### config.mk
export PLATFORM = sky130hd
export DESIGN_NAME = sha256_stream_core
export DESIGN_NICKNAME = d
export VERILOG_FILES = /design/src/rtl/sha256_stream_core.sv
export SDC_FILE = /design/constraint.sdc
export NUM_CORES = 2
export LEC_CHECK = 0
export ABC_AREA = 1
export CORE_MARGIN = 3
export CORE_UTILIZATION = 40
export CTS_CLUSTER_SIZE = 20
export DETAILED_ROUTE_END_ITERATION = 12
export DONT_BUFFER_PORTS = 1
export GPL_TIMING_DRIVEN = 0
export SLEW_MARGIN = 40
export SYNTH_ARGS = -nofsm -noshare
export SYNTH_HDL_FRONTEND = slang
export SYNTH_SLANG_ARGS = --single-unit
export TNS_END_PERCENT = 50
### constraint.sdc
create_clock -name clk -period 6.9 [get_ports clk]
set_clock_uncertainty 0.1 [all_clocks]
set_input_delay 1.38 -clock clk [delete_from_list [all_inputs] [get_ports clk]]
set_output_delay 1.38 -clock clk [all_outputs]
set_load 0.1 [all_outputs]
### src/rtl/sha256_stream_core.sv
// SHA-256 compression engine: streams 512-bit blocks, chains the hash across blocks and retires
// ROUNDS_PER_CYCLE rounds per clock. Define SHA256_DOUBLE_EN to add the dbl port and second pass.
module sha256_stream_core #(
  parameter int ROUNDS_PER_CYCLE = 1
) (
  input  logic              clk,
  input  logic              reset_n,
  // Handshake: a block transfers on a rising edge where blk_valid and blk_ready are both high;
  // the source holds blk_data/blk_first/blk_last/init_h (and dbl) stable until that edge.
  input  logic              blk_valid,
  output logic              blk_ready,
  input  logic [15:0][31:0] blk_data,
  input  logic              blk_first,
  input  logic              blk_last,
  input  logic [7:0][31:0]  init_h,
`ifdef SHA256_DOUBLE_EN
  input  logic              dbl,
`endif
  output logic              busy,
  output logic              digest_valid,
  output logic [7:0][31:0]  digest,
  output logic [1:0]        state_dbg
);

  generate
    if (ROUNDS_PER_CYCLE != 1 && ROUNDS_PER_CYCLE != 2 &&
        ROUNDS_PER_CYCLE != 4 && ROUNDS_PER_CYCLE != 8) begin : g_bad_rpc
      $error("ROUNDS_PER_CYCLE must be 1, 2, 4 or 8");
    end
  endgenerate

  localparam int         RPC  = ROUNDS_PER_CYCLE;
  localparam logic [6:0] STEP = 7'(ROUNDS_PER_CYCLE);

  // Element 0 is the first hash word (6a09e667).
  localparam logic [7:0][31:0] IV = {
    32'h5be0cd19, 32'h1f83d9ab, 32'h9b05688c, 32'h510e527f,
    32'ha54ff53a, 32'h3c6ef372, 32'hbb67ae85, 32'h6a09e667
  };

  localparam logic [31:0] K [64] = '{
    32'h428a2f98, 32'h71374491, 32'hb5c0fbcf, 32'he9b5dba5, 32'h3956c25b, 32'h59f111f1, 32'h923f82a4, 32'hab1c5ed5,
    32'hd807aa98, 32'h12835b01, 32'h243185be, 32'h550c7dc3, 32'h72be5d74, 32'h80deb1fe, 32'h9bdc06a7, 32'hc19bf174,
    32'he49b69c1, 32'hefbe4786, 32'h0fc19dc6, 32'h240ca1cc, 32'h2de92c6f, 32'h4a7484aa, 32'h5cb0a9dc, 32'h76f988da,
    32'h983e5152, 32'ha831c66d, 32'hb00327c8, 32'hbf597fc7, 32'hc6e00bf3, 32'hd5a79147, 32'h06ca6351, 32'h14292967,
    32'h27b70a85, 32'h2e1b2138, 32'h4d2c6dfc, 32'h53380d13, 32'h650a7354, 32'h766a0abb, 32'h81c2c92e, 32'h92722c85,
    32'ha2bfe8a1, 32'ha81a664b, 32'hc24b8b70, 32'hc76c51a3, 32'hd192e819, 32'hd6990624, 32'hf40e3585, 32'h106aa070,
    32'h19a4c116, 32'h1e376c08, 32'h2748774c, 32'h34b0bcb5, 32'h391c0cb3, 32'h4ed8aa4a, 32'h5b9cca4f, 32'h682e6ff3,
    32'h748f82ee, 32'h78a5636f, 32'h84c87814, 32'h8cc70208, 32'h90befffa, 32'ha4506ceb, 32'hbef9a3f7, 32'hc67178f2
  };

  typedef enum logic [1:0] {
    IDLE  = 2'd0,
    ROUND = 2'd1,
    ADD   = 2'd2
  } state_t;

  function automatic logic [31:0] rotr(input logic [31:0] x, input int unsigned n);
    return (x >> n) | (x << (32 - n));
  endfunction

  function automatic logic [31:0] bsig0(input logic [31:0] x);
    return rotr(x, 2) ^ rotr(x, 13) ^ rotr(x, 22);
  endfunction

  function automatic logic [31:0] bsig1(input logic [31:0] x);
    return rotr(x, 6) ^ rotr(x, 11) ^ rotr(x, 25);
  endfunction

  function automatic logic [31:0] ssig0(input logic [31:0] x);
    return rotr(x, 7) ^ rotr(x, 18) ^ (x >> 3);
  endfunction

  function automatic logic [31:0] ssig1(input logic [31:0] x);
    return rotr(x, 17) ^ rotr(x, 19) ^ (x >> 10);
  endfunction

  state_t            state;
  logic [6:0]        cnt;
  logic [6:0]        cnt_nxt;
  logic [15:0][31:0] w_q;
  logic [15:0][31:0] w_nxt;
  logic [7:0][31:0]  work;
  logic [7:0][31:0]  work_nxt;
  logic [7:0][31:0]  h_q;
  logic [7:0][31:0]  h_sum;
  logic              last_q;
  logic [31:0]       ext [16+RPC];
  logic [7:0][31:0]  v;
  logic [31:0]       t1;
  logic [31:0]       t2;
`ifdef SHA256_DOUBLE_EN
  logic              dbl_q;
`endif

  assign cnt_nxt   = cnt + STEP;
  assign blk_ready = (state == IDLE);
  assign busy      = ~blk_ready;
  assign state_dbg = state;

  // RPC rounds chained in one cycle; ext[16..] extends the window so each round has its own word.
  always_comb begin
    v  = work;
    t1 = '0;
    t2 = '0;
    for (int i = 0; i < 16; i++) ext[i] = w_q[i];
    for (int j = 0; j < RPC; j++)
      ext[16+j] = ssig1(ext[14+j]) + ext[9+j] + ssig0(ext[1+j]) + ext[j];
    for (int r = 0; r < RPC; r++) begin
      t1 = v[7] + bsig1(v[4]) + ((v[4] & v[5]) ^ (~v[4] & v[6])) + K[cnt[5:0] + 6'(r)] + ext[r];
      t2 = bsig0(v[0]) + ((v[0] & v[1]) ^ (v[0] & v[2]) ^ (v[1] & v[2]));
      v[7] = v[6];
      v[6] = v[5];
      v[5] = v[4];
      v[4] = v[3] + t1;
      v[3] = v[2];
      v[2] = v[1];
      v[1] = v[0];
      v[0] = t1 + t2;
    end
    work_nxt = v;
    for (int i = 0; i < 16; i++) w_nxt[i] = ext[i+RPC];
  end

  always_comb begin
    for (int i = 0; i < 8; i++) h_sum[i] = h_q[i] + work[i];
  end

  always_ff @(posedge clk or negedge reset_n) begin
    if (!reset_n) begin
      state        <= IDLE;
      cnt          <= '0;
      w_q          <= '0;
      work         <= '0;
      h_q          <= IV;
      last_q       <= 1'b0;
      digest       <= '0;
      digest_valid <= 1'b0;
`ifdef SHA256_DOUBLE_EN
      dbl_q        <= 1'b0;
`endif
    end else begin
      digest_valid <= 1'b0;
      case (state)
        IDLE: begin
          if (blk_valid) begin
            w_q    <= blk_data;
            cnt    <= '0;
            last_q <= blk_last;
`ifdef SHA256_DOUBLE_EN
            dbl_q  <= dbl;
`endif
            if (blk_first) begin
              h_q  <= init_h;
              work <= init_h;
            end else begin
              work <= h_q;
            end
            state <= ROUND;
          end
        end
        ROUND: begin
          work <= work_nxt;
          w_q  <= w_nxt;
          cnt  <= cnt_nxt;
          if (cnt_nxt[6]) state <= ADD;
        end
        ADD: begin
          h_q   <= h_sum;
          state <= IDLE;
          if (last_q) begin
`ifdef SHA256_DOUBLE_EN
            if (dbl_q) begin
              // Second pass hashes the 256-bit first digest as a single padded block.
              dbl_q <= 1'b0;
              w_q   <= {32'h00000100, {6{32'h0}}, 32'h80000000, h_sum};
              h_q   <= IV;
              work  <= IV;
              cnt   <= '0;
              state <= ROUND;
            end else begin
              digest       <= h_sum;
              digest_valid <= 1'b1;
            end
`else
            digest       <= h_sum;
            digest_valid <= 1'b1;
`endif
          end
        end
        default: state <= IDLE;
      endcase
    end
  end

endmodule

# Yosys cells after proc, flatten, opt, wreduce, memory -nomap -nowiden
# Memory sizes are Yosys's and may differ from the RTL's.
# Index checks and enable logic that the tools add are counted.
[totals] ff_bits=1291 rom_bits=2048 in_bits=773 elab_cells=121 mem_count=1
[op_classes] n_addsub=19 n_lt_le_gt_ge=1 eq_ne=4 mux=15 n_bitwise=29 n_reduce_logical=8
[mem_list] name="(no name shown)" words=64 word_bits=32 rd=1 rd_clocked_by_memory_dff=0 write_ports=0 line="110" rtl="t1 = v[7] + bsig1(v[4]) + ((v[4] & v[5]) ^ (~v[4] & v[6])) + K[cnt[5:0] + 6'(r)] + ext[r];"
[op_table] cell="256-bit one-hot mux with 2 select lines" n=2
[op_table] cell="512-bit one-hot mux with 2 select lines" n=1
[op_table] cell="32-bit adder" n=18
[op_table] cell="256-bit two-way mux" n=2
[op_table] cell="512-bit two-way mux" n=1
[op_table] cell="32-bit bitwise XOR" n=9
[op_table] cell="32-bit AND" n=5
[op_table] cell="32-bit two-way mux" n=2
[op_table] cell="32-bit NOT" n=1
[op_table] cell="10-bit by 32-bit OR with 32-bit output" n=1
[op_table] cell="13-bit by 32-bit OR with 32-bit output" n=1
[op_table] cell="14-bit by 32-bit OR with 32-bit output" n=1
[op_table] cell="15-bit by 32-bit OR with 32-bit output" n=1
[op_table] cell="19-bit by 32-bit OR with 32-bit output" n=1
[op_table] cell="21-bit by 32-bit OR with 32-bit output" n=1
[op_table] cell="25-bit by 32-bit OR with 32-bit output" n=1
[op_table] cell="26-bit by 32-bit OR with 32-bit output" n=1
[op_table] cell="30-bit by 32-bit OR with 32-bit output" n=1
[op_table] cell="7-bit by 32-bit OR with 32-bit output" n=1
[op_table] cell="32-bit by 22-bit bitwise XOR with 32-bit output" n=1
[op_table] cell="32-bit by 29-bit bitwise XOR with 32-bit output" n=1
[op_table] cell="7-bit one-hot mux with 2 select lines" n=1
[op_table] cell="2-bit AND reduction" n=5
[op_table] cell="7-bit by 1-bit adder with 7-bit output, second input constant" n=1
[op_table] cell="other kinds (12)" n=16

# Longest topological paths before layout
[logic_depth] word_depth=9 ltp_mapped=45

# Worst setup path after synthesis
# Ideal clock, no wire load.
[synth_path] path_kind="register to register" startpoint="register cnt[0]" endpoint="register work (netlist bit v[62])" setup_ps=120 arrival_time_ps=5962 setup_slack_ps=718 path_stages_with_launch=37 period_less_slack_ps=6182 path_cell_list="dfrtp_1 -> clkbuf_1 -> inv_1 -> ha_1 -> inv_1 -> o21ai_0 -> nand2_1 -> nand3_1 -> o311ai_0 -> o21ai_0 -> inv_1 -> fa_1 -> inv_1 -> ha_1 -> fa_1 -> nand2_1 -> nand3_2 -> nand2_1 -> nand2_2 -> a21oi_2 -> o21ai_2 -> nand2_1 -> inv_2 -> nor2_2 -> xnor2_2 -> inv_2 -> fa_1 -> inv_1 -> ha_1 -> a21oi_1 -> o21ai_0 -> a221oi_1 -> nand2_1 -> nand2_1 -> nand2_1 -> o21ai_0 -> inv_1"
[synth_between] elab_chain_len=8
[synth_rtl] item="start: declaration" line="79" rtl="logic [6:0] cnt;"
[synth_rtl] item="start signal: assignment" line="165" rtl="cnt <= cnt_nxt;"
[synth_rtl] item="6-bit NOT with 7-bit output (implied by the code)" line="110"
[synth_rtl] item="memory read 64 x 32 bit"
[synth_rtl] item="32-bit two-way mux (implied by the code) (2 in series)" line="110"
[synth_rtl] item="32-bit adder (2 in series)" line="110"
[synth_rtl] item="32-bit adder" line="119" rtl="v[0] = t1 + t2;"
[synth_rtl] item="256-bit one-hot mux with 2 select lines" line="144" rtl="case (state)"
[synth_rtl] item="end signal: assignment" line="155" rtl="work <= init_h;"
[synth_rtl] item="end signal: assignment" line="157" rtl="work <= h_q;"
[synth_rtl] item="end signal: assignment" line="163" rtl="work <= work_nxt;"
[synth_rtl] item="end: declaration" line="83" rtl="logic [7:0][31:0] work;"
# Every way passes these cells. The select of a mux whose other input is x is not followed.
# A chain may end at the register's enable or synchronous reset.

# Worst setup path in the final report
[layout_path] startpoint="register work (netlist bit v[186])" endpoint="register work (netlist bit v[63])"
[layout_between] elab_chain_len=9 elab_cells_between_ends=15 cone_classes="add/sub: 5; mux: 1; bitwise: 9"
[layout_rtl] item="21-bit by 32-bit OR with 32-bit output or 26-bit by 32-bit OR with 32-bit output (tied branches)" line="59" rtl="return (x >> n) | (x << (32 - n));"
[layout_rtl] item="32-bit bitwise XOR (2 in series)" line="67" rtl="return rotr(x, 6) ^ rotr(x, 11) ^ rotr(x, 25);"
[layout_rtl] item="32-bit adder" line="110"
[layout_rtl] item="32-bit adder (*) (3 in series)" line="110"
[layout_rtl] item="32-bit adder (*)" line="119"
[layout_rtl] item="256-bit one-hot mux with 2 select lines (*)" line="144"
# Every way passes the cells marked *; elsewhere a longest branch is shown, timed or not.

==> flow_summary.toml <==
[cts]
cts_tree = "done"
clkSlewWorstSetupHoldPaths_ps = 70
insertion_delay_ps = 890
holdBufCountCts = 0
cts_made_buffers = 156
clk_path_buf_depth = 3
cts-root-buf = "clkbuf_16"
cts_num_sinks = 1291
ctsHtreeMaxLevel = 4

[detailed_routing]
wl_um = 615000
post_drt_via_cell_ratio = 6.21
drc = 0
detail_route.wl_per_cell_um = 38.2
drt_iter0_drc = 14100
vias = 99900
dr.pass1.iters = 9
antenna_left = 0

[critical_path]
slowest_delay_ps = 510
cp_max_fo = 7
crit_path_top_delay_cell = "dfrtp_1"
path_class = "flop to flop"
r2r_cells = 32
critPathLaunchType = "flop"
crit_required_ps = 7510
endpoint_kind = "flop"
crit_path_frequent_cell = "inv_1"
crit_arrival_ps = 7420
r2r_slack_ps = 80
regToRegStartpoint = "v[186]"
reg2reg_to = "v[63]"

[placed_design]
hpwlAfterDp_um = 506000
dpl_cell_area_um2 = 98200
dp_cells = 15600
portBuffers = 0
globalplace.congestion = 1.11

[logic_synthesis]
synth_area_leaders = "dfrtp_1 31%, nand2_1 12%, inv_1 7.2%"
synth_fp_nets = 13900
synth_cell_type_count = 72
async_flop_share_pct = 100
ys_warn_count = 0
synth_seq_cells = 1291
yosys-top-cells-count = "2,925 x nand2_1, 1,780 x inv_1, 1,155 x dfrtp_1"
ys_seq_area_share_pct = 35.1
synth-edff-count = 0
postSynthAreaPerCell_um2 = 7.39
syn_area_um2 = 92400
netlist_instances = 12500
synth_top_cell_area_share_pct = 31.3
ys.flop_type = "dfrtp_1"
synth_area_leader_cell = "dfrtp_1"
synth_most_common_cell = "nand2_1"

[global_route]
grtUsageTotal_pct = 50.0
grt_pass1_vias = 92400
grt-ovfl-total = 0
grt_pass1_wl_um = 808000
grt_max_degree = 178
antenna_found_initial = 185

[timing]
setup_viol = 0
maxSlewViolCount = 0
final.setup.tns_ps = 0
min_period_over_period_pct = 98.8
fin_crit_ps = 6820
rsz0062_at_grt = "yes"
slew_headroom_pct = 27.9
timing.hold.ws_ps = 108
max_freq_ghz = 0.147
tightest_slew_ps = 1070
hold_viol_final = 0

[floorplanning]
fp.dieArea_um2 = 237000
row_count = 175
coreArea_um2 = 229000
die_x_um = 487
io-pin-count = 1034
start_util_pct = 40.4
die_h_um = 487

[layout]
stdcell_area_um2 = 107000
drive_above_1_share_pct = 12.9
stdcell_count = 16100
nFillCells = 23600
area_growth_pct = 16.2
nNetsFinal = 14200

[hold_path]
hold_class = "primary input to async pin"

[job]
maxCapViolations = 0

[status]
status = "finished, final reports clean"
[per-layer routing]
| metal | GRT usage, % | routed length, um |
|---|---|---|
| met3 | 22.1 | 88300 |
| met4 | 32.5 | 48900 |
| met1 | 62.4 | 231000 |
| met2 | 69.7 | 245000 |
| met5 | 0 | 654 |
[worst max-delay path: cells and delay by family, from the launching register on]
| family | cells | cell delay (ps) |
|---|---|---|
| adder cells (fa/ha/maj) | 6 | 2760 |
| AO/OA/AOI/OAI | 5 | 1070 |
| XOR/XNOR | 3 | 480 |
| AND/OR/NAND/NOR | 8 | 770 |
| buffers and inverters | 10 | 960 |
| flip-flops | 1 | 510 |
[cells in the final DEF, fill, tap and decap left out, types with 266 or more instances in the layout]
cell type,count
o21ai_0,752
a21oi_1,695
dfrtp_1,900
nand3_1,433
inv_1,1758
ha_1,350
nor2_1,743
buf_2,266
o21ai_1,588
o211ai_1,574
nand2_1,2884
[metrics by stage]
step                      util, %  setup WS (ps)
after floorplan                 -            718
after global placement       42.1          -2590
after detailed placement     43.0          -2230
after CTS                    46.1          -22.0
after global routing         46.9           -143
final                        47.0           83.7
[area by class of cell]
type / count / area [um^2] / share of cell area (%)
multi-input cells: 8763 / 52400 / 48.9
flip-flops and latches: 1291 / 32800 / 30.6
inverters: 1801 / 6790 / 6.33
clock buffers: 204 / 4280 / 3.99
well taps: 3009 / 3760 / 3.51
plain buffers: 651 / 3280 / 3.06
repair buffers: 138 / 2240 / 2.09
clock inverters: 85 / 1350 / 1.26
diodes: 156 / 390 / 0.364
[what timing repair did]
item | CTS | global route
pin swaps | 35 | 75
setup buffers | 34 | 41
endpoints found under the setup margin | 57 | 41
gates resized for setup | 298 | 253
[state kept, by name (all words and copies together) (netlist names)]
name	cells
ext	512
digest	256
h_q	256
v	192
work	64
cnt	7
state_dbg	2
digest_valid	1
last_q	1
[worst max-delay path by stage]
stage,start,endpoint,slack [ps],depth (start not counted)
floorplan,cnt[0],v[62],720,36
global placement,cnt[0],v[189],-2590,28
detailed placement,cnt[0],v[54],-2230,35
CTS,cnt[0],v[63],-20,37
global route,cnt[0],v[63],-140,37
finish,v[186],v[63],80,32
[cell families after synthesis]
kind of cell	after synthesis	share of synthesized area, %
AO/OA/AOI/OAI	3317	21.3
XOR/XNOR	435	4.13
adder cells (fa/ha/maj)	588	9.55
buffers and inverters	2454	10.4
flip-flops	1291	35.1
multiplexers	27	0.292
AND/OR/NAND/NOR	4396	19.1
Power is not shown: default switching activity piles up to over one toggle a cycle in this logic, so the estimate is an artifact.
